**src/rtl/ifu_npc.sv**
```systemverilog
// ifu_npc -- instruction fetch and next-PC unit for the multicycle MIPS core.
//
// Owns the PC and the instruction register (IR). It fetches the word at pc
// from instruction memory over a req/ack handshake, then presents the opcode
// field to the controller. It also applies the controller's PC-write enable
// and next-PC select, and drives pc+4 for the JAL link write.
//
// Parameters:
//   RESET_PC   PC value after reset
//   TIMEOUT    maximum cycles imem_req may stay high without an ack (1..255)
//
// Ports:
//   clk, rst            clock; asynchronous active-high reset
//   fetch_req           one-cycle pulse: fetch the instruction at pc
//   pc_we, npc_sel      PC write enable / next-PC select
//                       (00 pc+4, 01 branch, 10 jump, 11 register)
//   zero, rs_data       branch condition and register jump target
//   imem_ack/rdata      memory ack; the fetched word is valid with the ack
//   imem_req/addr       registered memory request; address equals pc
//   pc, pc_plus4        current PC and pc+4 (combinational)
//   ir, instr_op        instruction register and its opcode field
//   fetch_done          one-cycle pulse after ir is updated
//   fetch_err           sticky misaligned-fetch / timeout flag
//   busy                high while a fetch is outstanding
module ifu_npc #(
    parameter logic [31:0] RESET_PC = 32'h0000_3000,
    parameter int          TIMEOUT  = 16
) (
    input  logic        clk,
    input  logic        rst,
    input  logic        fetch_req,
    input  logic        pc_we,
    input  logic [1:0]  npc_sel,
    input  logic        zero,
    input  logic [31:0] rs_data,
    input  logic        imem_ack,
    input  logic [31:0] imem_rdata,
    output logic        imem_req,
    output logic [31:0] imem_addr,
    output logic [31:0] pc,
    output logic [31:0] pc_plus4,
    output logic [31:0] ir,
    output logic [5:0]  instr_op,
    output logic        fetch_done,
    output logic        fetch_err,
    output logic        busy
);

    typedef enum logic [1:0] {
        S_IDLE = 2'd0,
        S_WAIT = 2'd1,
        S_ERR  = 2'd2
    } state_t;

    // Counter value seen on the last permitted unacknowledged cycle.
    localparam logic [7:0] CNT_LAST = 8'(TIMEOUT - 1);

    state_t      state_q, state_d;
    logic [31:0] pc_q, pc_d;
    logic [31:0] ir_q, ir_d;
    logic        req_q, req_d;
    logic        done_q, done_d;
    logic        err_q, err_d;
    logic [7:0]  cnt_q, cnt_d;

    logic [31:0] pc4;
    logic [31:0] br_off;
    logic [31:0] npc;

    assign pc4    = pc_q + 32'd4;
    // Sign-extended word offset, already shifted into a byte offset.
    assign br_off = {{14{ir_q[15]}}, ir_q[15:0], 2'b00};

    always_comb begin
        npc = pc4;
        case (npc_sel)
            2'b00: npc = pc4;
            2'b01: npc = zero ? (pc4 + br_off) : pc4;
            2'b10: npc = {pc4[31:28], ir_q[25:0], 2'b00};
            2'b11: npc = rs_data;   // alignment is checked on the next fetch
            default: npc = pc4;
        endcase
    end

    always_comb begin
        state_d = state_q;
        pc_d    = pc_q;
        ir_d    = ir_q;
        req_d   = req_q;
        done_d  = 1'b0;
        err_d   = err_q;
        cnt_d   = cnt_q;
        case (state_q)
            S_IDLE: begin
                // A PC write wins over a simultaneous fetch; the fetch is dropped.
                if (pc_we) begin
                    pc_d = npc;
                end else if (fetch_req) begin
                    if (pc_q[1:0] == 2'b00) begin
                        req_d   = 1'b1;
                        cnt_d   = 8'd0;
                        state_d = S_WAIT;
                    end else begin
                        err_d   = 1'b1;
                        state_d = S_ERR;
                    end
                end
            end
            S_WAIT: begin
                if (imem_ack) begin
                    ir_d    = imem_rdata;
                    req_d   = 1'b0;
                    done_d  = 1'b1;
                    state_d = S_IDLE;
                end else if (cnt_q == CNT_LAST) begin
                    req_d   = 1'b0;
                    err_d   = 1'b1;
                    state_d = S_ERR;
                end else begin
                    cnt_d = cnt_q + 8'd1;
                end
            end
            S_ERR: begin
                // Terminal until reset.
                req_d = 1'b0;
            end
            default: begin
                req_d   = 1'b0;
                state_d = S_IDLE;
            end
        endcase
    end

    // Asynchronous reset so an outstanding request is withdrawn immediately.
    always_ff @(posedge clk or posedge rst) begin
        if (rst) begin
            state_q <= S_IDLE;
            pc_q    <= RESET_PC;
            ir_q    <= 32'd0;
            req_q   <= 1'b0;
            done_q  <= 1'b0;
            err_q   <= 1'b0;
            cnt_q   <= 8'd0;
        end else begin
            state_q <= state_d;
            pc_q    <= pc_d;
            ir_q    <= ir_d;
            req_q   <= req_d;
            done_q  <= done_d;
            err_q   <= err_d;
            cnt_q   <= cnt_d;
        end
    end

    assign imem_req   = req_q;
    assign imem_addr  = pc_q;
    assign pc         = pc_q;
    assign pc_plus4   = pc4;
    assign ir         = ir_q;
    assign instr_op   = ir_q[31:26];
    assign fetch_done = done_q;
    assign fetch_err  = err_q;
    assign busy       = (state_q == S_WAIT);

endmodule

```
**config.mk**
```make
export PLATFORM = sky130hd
export DESIGN_NAME = ifu_npc
export DESIGN_NICKNAME = d
export VERILOG_FILES = /design/src/rtl/ifu_npc.sv
export SDC_FILE = /design/constraint.sdc
export NUM_CORES = 1
export LEC_CHECK = 0
export ABC_AREA = 1
export ABC_CLOCK_PERIOD_IN_PS = 5130
export BUFFER_PORTS_ARGS = -buffer_cell sky130_fd_sc_hd__buf_2
export CAP_MARGIN = 25
export CORE_AREA = 2 2 132 108
export CTS_CLUSTER_SIZE = 12
export DETAILED_ROUTE_END_ITERATION = 8
export DIE_AREA = 0 0 134 110
export PLACE_DENSITY = 0.8
export SETUP_SLACK_MARGIN = 0.02
export SLEW_MARGIN = 5
export SYNTH_ARGS = -nofsm -noshare
export SYNTH_HDL_FRONTEND = slang
export SYNTH_SLANG_ARGS = --single-unit
```
**constraint.sdc**
```tcl
create_clock -name clk -period 5.13 [get_ports clk]
set_input_delay 0 -clock clk [delete_from_list [all_inputs] [get_ports clk]]
set_output_delay 0 -clock clk [all_outputs]
set_load 0.01 [all_outputs]
```
**Word-level counts from Yosys, hierarchy flattened**

Cells that the tools add are included.

- Register bits: 77
- Input port bits: 72
- Output and inout port bits: 138
- Logic and storage cells: 63

- Add/subtract/negate cells: 3
- Equal/unequal tests: 14
- Muxes and demuxes: 28
- Bitwise logic cells: 1
- Reductions and logical operators: 10

Operators by type and width:

| cell | number |
|---|---|
| 32-bit case mux with 4 select lines | 1 |
| 8-bit 2-to-1 mux | 5 |
| 32-bit by 3-bit adder with 32-bit output (second input constant) | 1 |
| 32-bit adder | 1 |
| 32-bit 2-to-1 mux | 1 |
| 8-bit case mux with 2 select lines | 1 |
| 1-bit 2-to-1 mux | 12 |
| 2-bit != test (second input constant) | 6 |
| 6-bit AND reduction | 2 |
| 2-bit 2-to-1 mux | 5 |
| 8-bit by 1-bit adder with 8-bit output (second input constant) | 1 |
| 8-bit by 4-bit equality test with 1-bit output (second input constant) | 1 |
| 4-bit AND reduction | 2 |
| 2-bit equality test (second input constant) | 3 |
| 2-bit zero test | 3 |
| 2-bit case mux with 3 select lines | 1 |
| 2-bit by 1-bit equality test with 1-bit output (second input constant) | 2 |
| 1-bit case mux with 2 select lines | 2 |
| 2-bit AND reduction | 2 |
| 3-bit by 2-bit != test with 1-bit output (second input constant) | 1 |
| 2-bit by 1-bit != test with 1-bit output (second input constant) | 1 |
| 2-bit nonzero test | 1 |
| 1-bit inverter | 1 |

**Logic depth before layout (Yosys ltp)**

- Depth after elaboration: 5
- Depth in mapped cells: 26

**Worst setup path before layout**

Ideal clock, no wire load.

- Kind: register -> register
- Start: register pc_q[3], in the netlist imem_addr[3]
- End: register pc_q[30], in the netlist imem_addr[30]
- Arrival time: 2.843 ns
- Slack: 2.174 ns
- Stages on the path, launching flop included: 19
- Period minus slack after synthesis: 2.956 ns
- Path through: dfrtp_1 ha_1 nand3_2 nor3_4 nand3_1 xor2_1 inv_1 ha_1 nand2_1 nor2_1 nor3b_1 and2_1 nand2_1 nand2_1 nand2_1 nand3_1 nand3_1 nand2_1 inv_1

- Cells in the longest elaborated chain, start to end: 4

Ends and longest elaborated chain:

| element | line | source |
|---|---|---|
| start: declaration | 59 | `logic [31:0] pc_q, pc_d;` |
| start signal: assignment | 146 | `pc_q <= pc_d;` |
| 32-bit by 3-bit adder with 32-bit output | 70 | `assign pc4 = pc_q + 32'd4;` |
| net pc_plus4[18] | 41 | `output logic [31:0] pc_plus4,` |
| 32-bit adder | 78 | `2'b01: npc = zero ? (pc4 + br_off) : pc4;` |
| 32-bit 2-to-1 mux | 78 |  |
| 32-bit case mux with 4 select lines | 76 | `case (npc_sel)` |

The timed path passes the listed nets, and every way through them passes these cells.
A chain may end at the register's enable or synchronous reset.

**Worst setup path in the final report**

- Start: register pc_q[13], in the netlist imem_addr[13]
- End: register pc_q[22], in the netlist imem_addr[22]

- Cells in the longest elaborated chain, start to end: 4

Ends and longest elaborated chain:

| element | line |
|---|---|
| 32-bit by 3-bit adder with 32-bit output (*) | 70 |
| 32-bit adder | 78 |
| 32-bit 2-to-1 mux | 78 |
| 32-bit case mux with 4 select lines (*) | 76 |

Mark *: on every way between the ends. The rest lies on a longest branch, timed or not.

==> impl_summary.log <==
[metrics] status: finished, final reports clean
[metrics] pin count of the biggest net entering global routing: 78
[metrics] Post-Syn Area per Cell: 6.163 um^2
[metrics] post-CTS clock slew at the launch and capture registers of the worst setup and hold paths: 0.07 ns
[metrics] area growth from synthesis to layout: 24.75%
[metrics] distinct cell type count after synthesis: between 40 and 50
[metrics] commonest non-fill, non-tap cell in the layout: nand2_1
[metrics] Achievable Freq: 251.9 MHz
[metrics] number of setup violations in the final report: 0
[metrics] number of port buffers: 209
[metrics] Horiz. Die Dim: around 130 um
[metrics] sequential element share of the synthesized area: between 20% and 30%
[metrics] via count of the first global-routing pass: 7,915
[metrics] die boundary height: 110 um
[metrics] count of mapped cells out of synthesis: about 1,200
[metrics] worst slew slack as a fraction of its limit: 43.75%
[metrics] number of top-level design ports: 210
[metrics] final number of hold-violating endpoints: 0
[metrics] Post-synth EDFFs: 0
[metrics] residual overflow from global routing: 0
[metrics] worst slack at placement: approximately 1.4 ns
[metrics] post-detailed-route wirelength per cell: about 18 um
[metrics] number of flip-flops and latches in the synthesized netlist: 77
[metrics] number of inserted diodes: 0
[metrics] commonest cells after routing, fill and taps aside: nand2_1 (437), buf_2 (209), inv_1 (164), nand3_1 (87), nor2_1 (78)
[metrics] depth of the CTS H-tree: 3
[metrics] RR Endpoint: imem_addr[22]$_DFFE_PP0P_
[metrics] area of the mapped netlist: approximately 7300 um^2
[metrics] post-layout min period: ~4 ns
[metrics] nets in the synthesized netlist: roughly 1,300
[metrics] cell repeated most along the worst path: nand2_1
[metrics] antenna viol nets, final: 0
[metrics] net count reported at finish: around 1,500
[metrics] Worst Reg-to-Reg Cells: 18
[metrics] total die area: around 15,000 um^2
[metrics] placeable core region: ~13,000 um^2
[metrics] post-route DRC violation count: 0
[metrics] global-route wire length before repair: 41.96 mm
[metrics] peak ir drop on the vdd network: about 0.00019 V
[metrics] chain of cells forming the critical path: nand2_1 -> nor2_1 -> nand4_1 -> nor2_1 -> nand2_1 -> xor2_1 -> inv_1 -> ha_1 -> nand2_1 -> nor2_1 -> nor3b_1 -> nand3_1 -> nand4_1 -> nand3_1 -> nand2_1 -> nand2_1 -> nand2_1 -> nand2_1
[metrics] worst hold-check path type: in2reg
[metrics] number of buffers added for setup after CTS: 0
[metrics] number of max-slew violations in the final report: 0
[metrics] CP required: 5.38 ns
[metrics] vias: around 8,700
[metrics] transition time at the pin with the least slew margin: ~0.84 ns
[metrics] aggregate negative setup slack: 0 ns
[metrics] post-layout worst setup margin: between 1 and 1.5 ns
[metrics] maximum buffer depth of the clock tree: 2
[metrics] clock tree from TritonCTS: built
[metrics] maximum cell stage delay along the critical path: between 0.6 and 0.7 ns
[metrics] worst r2r src: imem_addr[13]$_DFFE_PP1P_
[metrics] number of gates given a new drive strength after cts: 0
[metrics] pwr/cell area: slightly above 200 nW/um^2
[metrics] clk_skew: 0.007035 ns
[metrics] worst hold margin: 0.003046 ns
[metrics] hpwl dp: between 20 and 25 mm
[metrics] drt via density: about 5.5
[metrics] starting utilization of the core area: between 50 and 60%
[metrics] primary flip-flop cell chosen by synthesis mapping: dfrtp_1
[metrics] endpoint class of the critical path: flop
[metrics] kind of critical path: reg2reg
[metrics] ratio of cells with drive above 1 in the final layout: 18.97%
[metrics] final worst-path cycle share: between 70 and 80%
[metrics] slowest library cell on the worst path: dfstp_2
[metrics] hold path startpoint: rs_data[26]
[metrics] setup repair after global routing missed its margin: false
[metrics] hold depth: 5
[metrics] global router's overall resource usage: between 30% and 40%
[metrics] DR pass1 iterations: 7
[metrics] leakage component of the power: about 5.4 nW
[metrics] CP Max Fanout: 6
[metrics] clock tree root driver cell: clkbuf_16
[metrics] nature of the critical path startpoint: flop
[metrics] clock tree sinks: 77
[metrics] sum of routed wire length over all layers: approximately 28 mm
[metrics] number of warnings printed during yosys synthesis: 0
[metrics] data arrival time of the critical path: approximately 4.2 ns
[metrics] reg-to-reg setup timing slack: approximately 1.2 ns
[metrics] Iteration-0 DRC Markers: 1,088
[metrics] Hold Path Sink: imem_addr[26]$_DFFE_PP0P_
[metrics] fraction of registers with async set or reset after synthesis: between 90% and 100%
[metrics] antenna violations before repair: 0
[metrics] # rows: 38
[metrics] weighted congestion reported at the end of routability-driven placement: a little over 1
[metrics] worst skew pair latency: 0.36 ns
[metrics] TritonCTS Buffers: 9
[metrics] hold buffers post-CTS: 46
[metrics] total of max-cap violations: 0
-- worst max-delay path, delay by kind of cell (launching register included) --
family,cells,cell delay [ns]
xor gates and xnor gates,1,0.27
adders and majority gates,1,0.41
DFF,1,0.63
and+or+nand+nor,15,2.42
buffers and inverters,1,0.14
-- synth_stat cells (11+ instances only) --
cell type,count,area (um^2)
a21oi_1,59,295.3
ha_1,36,450.4
nor2_1,79,296.5
xor2_1,14,122.6
nand4_1,11,68.82
clkbuf_1,21,78.83
nor3_1,13,65.06
nand2_1,437,1640
o21ai_0,49,245.2
buf_4,40,300.3
nand3_1,87,435.4
inv_1,165,619.3
a221oi_1,16,140.1
dfrtp_1,75,1877
-- final cells by class --
class                      instances  area [um^2]
fill                            1221         4304
multi-input combinational        865         4290
sequential                        77         1929
timing repair buffer             265         1662
inverter                         169        635.6
clock buffer                      10        239.0
tap                              180        225.2
clock inverter                     6        75.07
-- routing by layer --
layer / wire, um / up-vias / global-route usage (%) / share of wire, %
met2: 11570 / 545 / 57.07 / 42
met5: 0 / - / 0 / 0
met1: 11680 / 3954 / 49.73 / 42
li1: - / 4116 / - / -
met4: 933 / 0 / 15.05 / 3.4
met3: 3433 / 73 / 12.03 / 12
-- how the worst max path moves through the flow --
stage / end / start
final: imem_addr[22]$_DFFE_PP0P_ / imem_addr[13]$_DFFE_PP1P_
after global routing: imem_addr[22]$_DFFE_PP0P_ / imem_addr[13]$_DFFE_PP1P_
after CTS: imem_addr[22]$_DFFE_PP0P_ / imem_addr[13]$_DFFE_PP1P_
after detailed placement: imem_addr[22]$_DFFE_PP0P_ / imem_addr[13]$_DFFE_PP1P_
after global placement: imem_addr[22]$_DFFE_PP0P_ / imem_addr[13]$_DFFE_PP1P_
after floorplan: imem_addr[30]$_DFFE_PP0P_ / imem_addr[3]$_DFFE_PP0P_
-- through the flow --
stage / area, um^2 / instances / utilization [%] / total power [W]
final: 9056 / 1572 / 67.78 / 0.001843
after global routing: 9056 / 1572 / 67.78 / 0.001921
after CTS: 8974 / 1569 / 67.17 / 0.001822
after detailed placement: 8199 / 1507 / 61.37 / 0.001099
after global placement: 8172 / 1506 / 61.16 / 0.001098
after floorplan: 7259 / 1178 / - / 0.0009458
-- flip-flops by register name, indices dropped and copies added (netlist names) --
signal	count
imem_addr	32
fetch_err	1
ir	32
imem_req	1
state_q	2
fetch_done	1
cnt_q	8
-- kinds of logic after synthesis --
| family | share of synthesized area, % |
|---|---|
| compound gates | 11.70 |
| xor+xnor | 2.413 |
| fa+ha+maj | 6.481 |
| buf+inv | 14.36 |
| flops | 26.58 |
| simple gates | 38.47 |
-- power by group --
| part | internal (W) | total (W) | switching [W] | leakage [nW] |
|---|---|---|---|---|
| sequential | 0.000624 | 0.000661 | 0.0000369 | 0.976 |
| clock | 0.000399 | 0.000703 | 0.000304 | 0.152 |
| combinational | 0.000180 | 0.000479 | 0.000299 | 4.31 |
No activity file was read; power rests on OpenSTA's default activity.
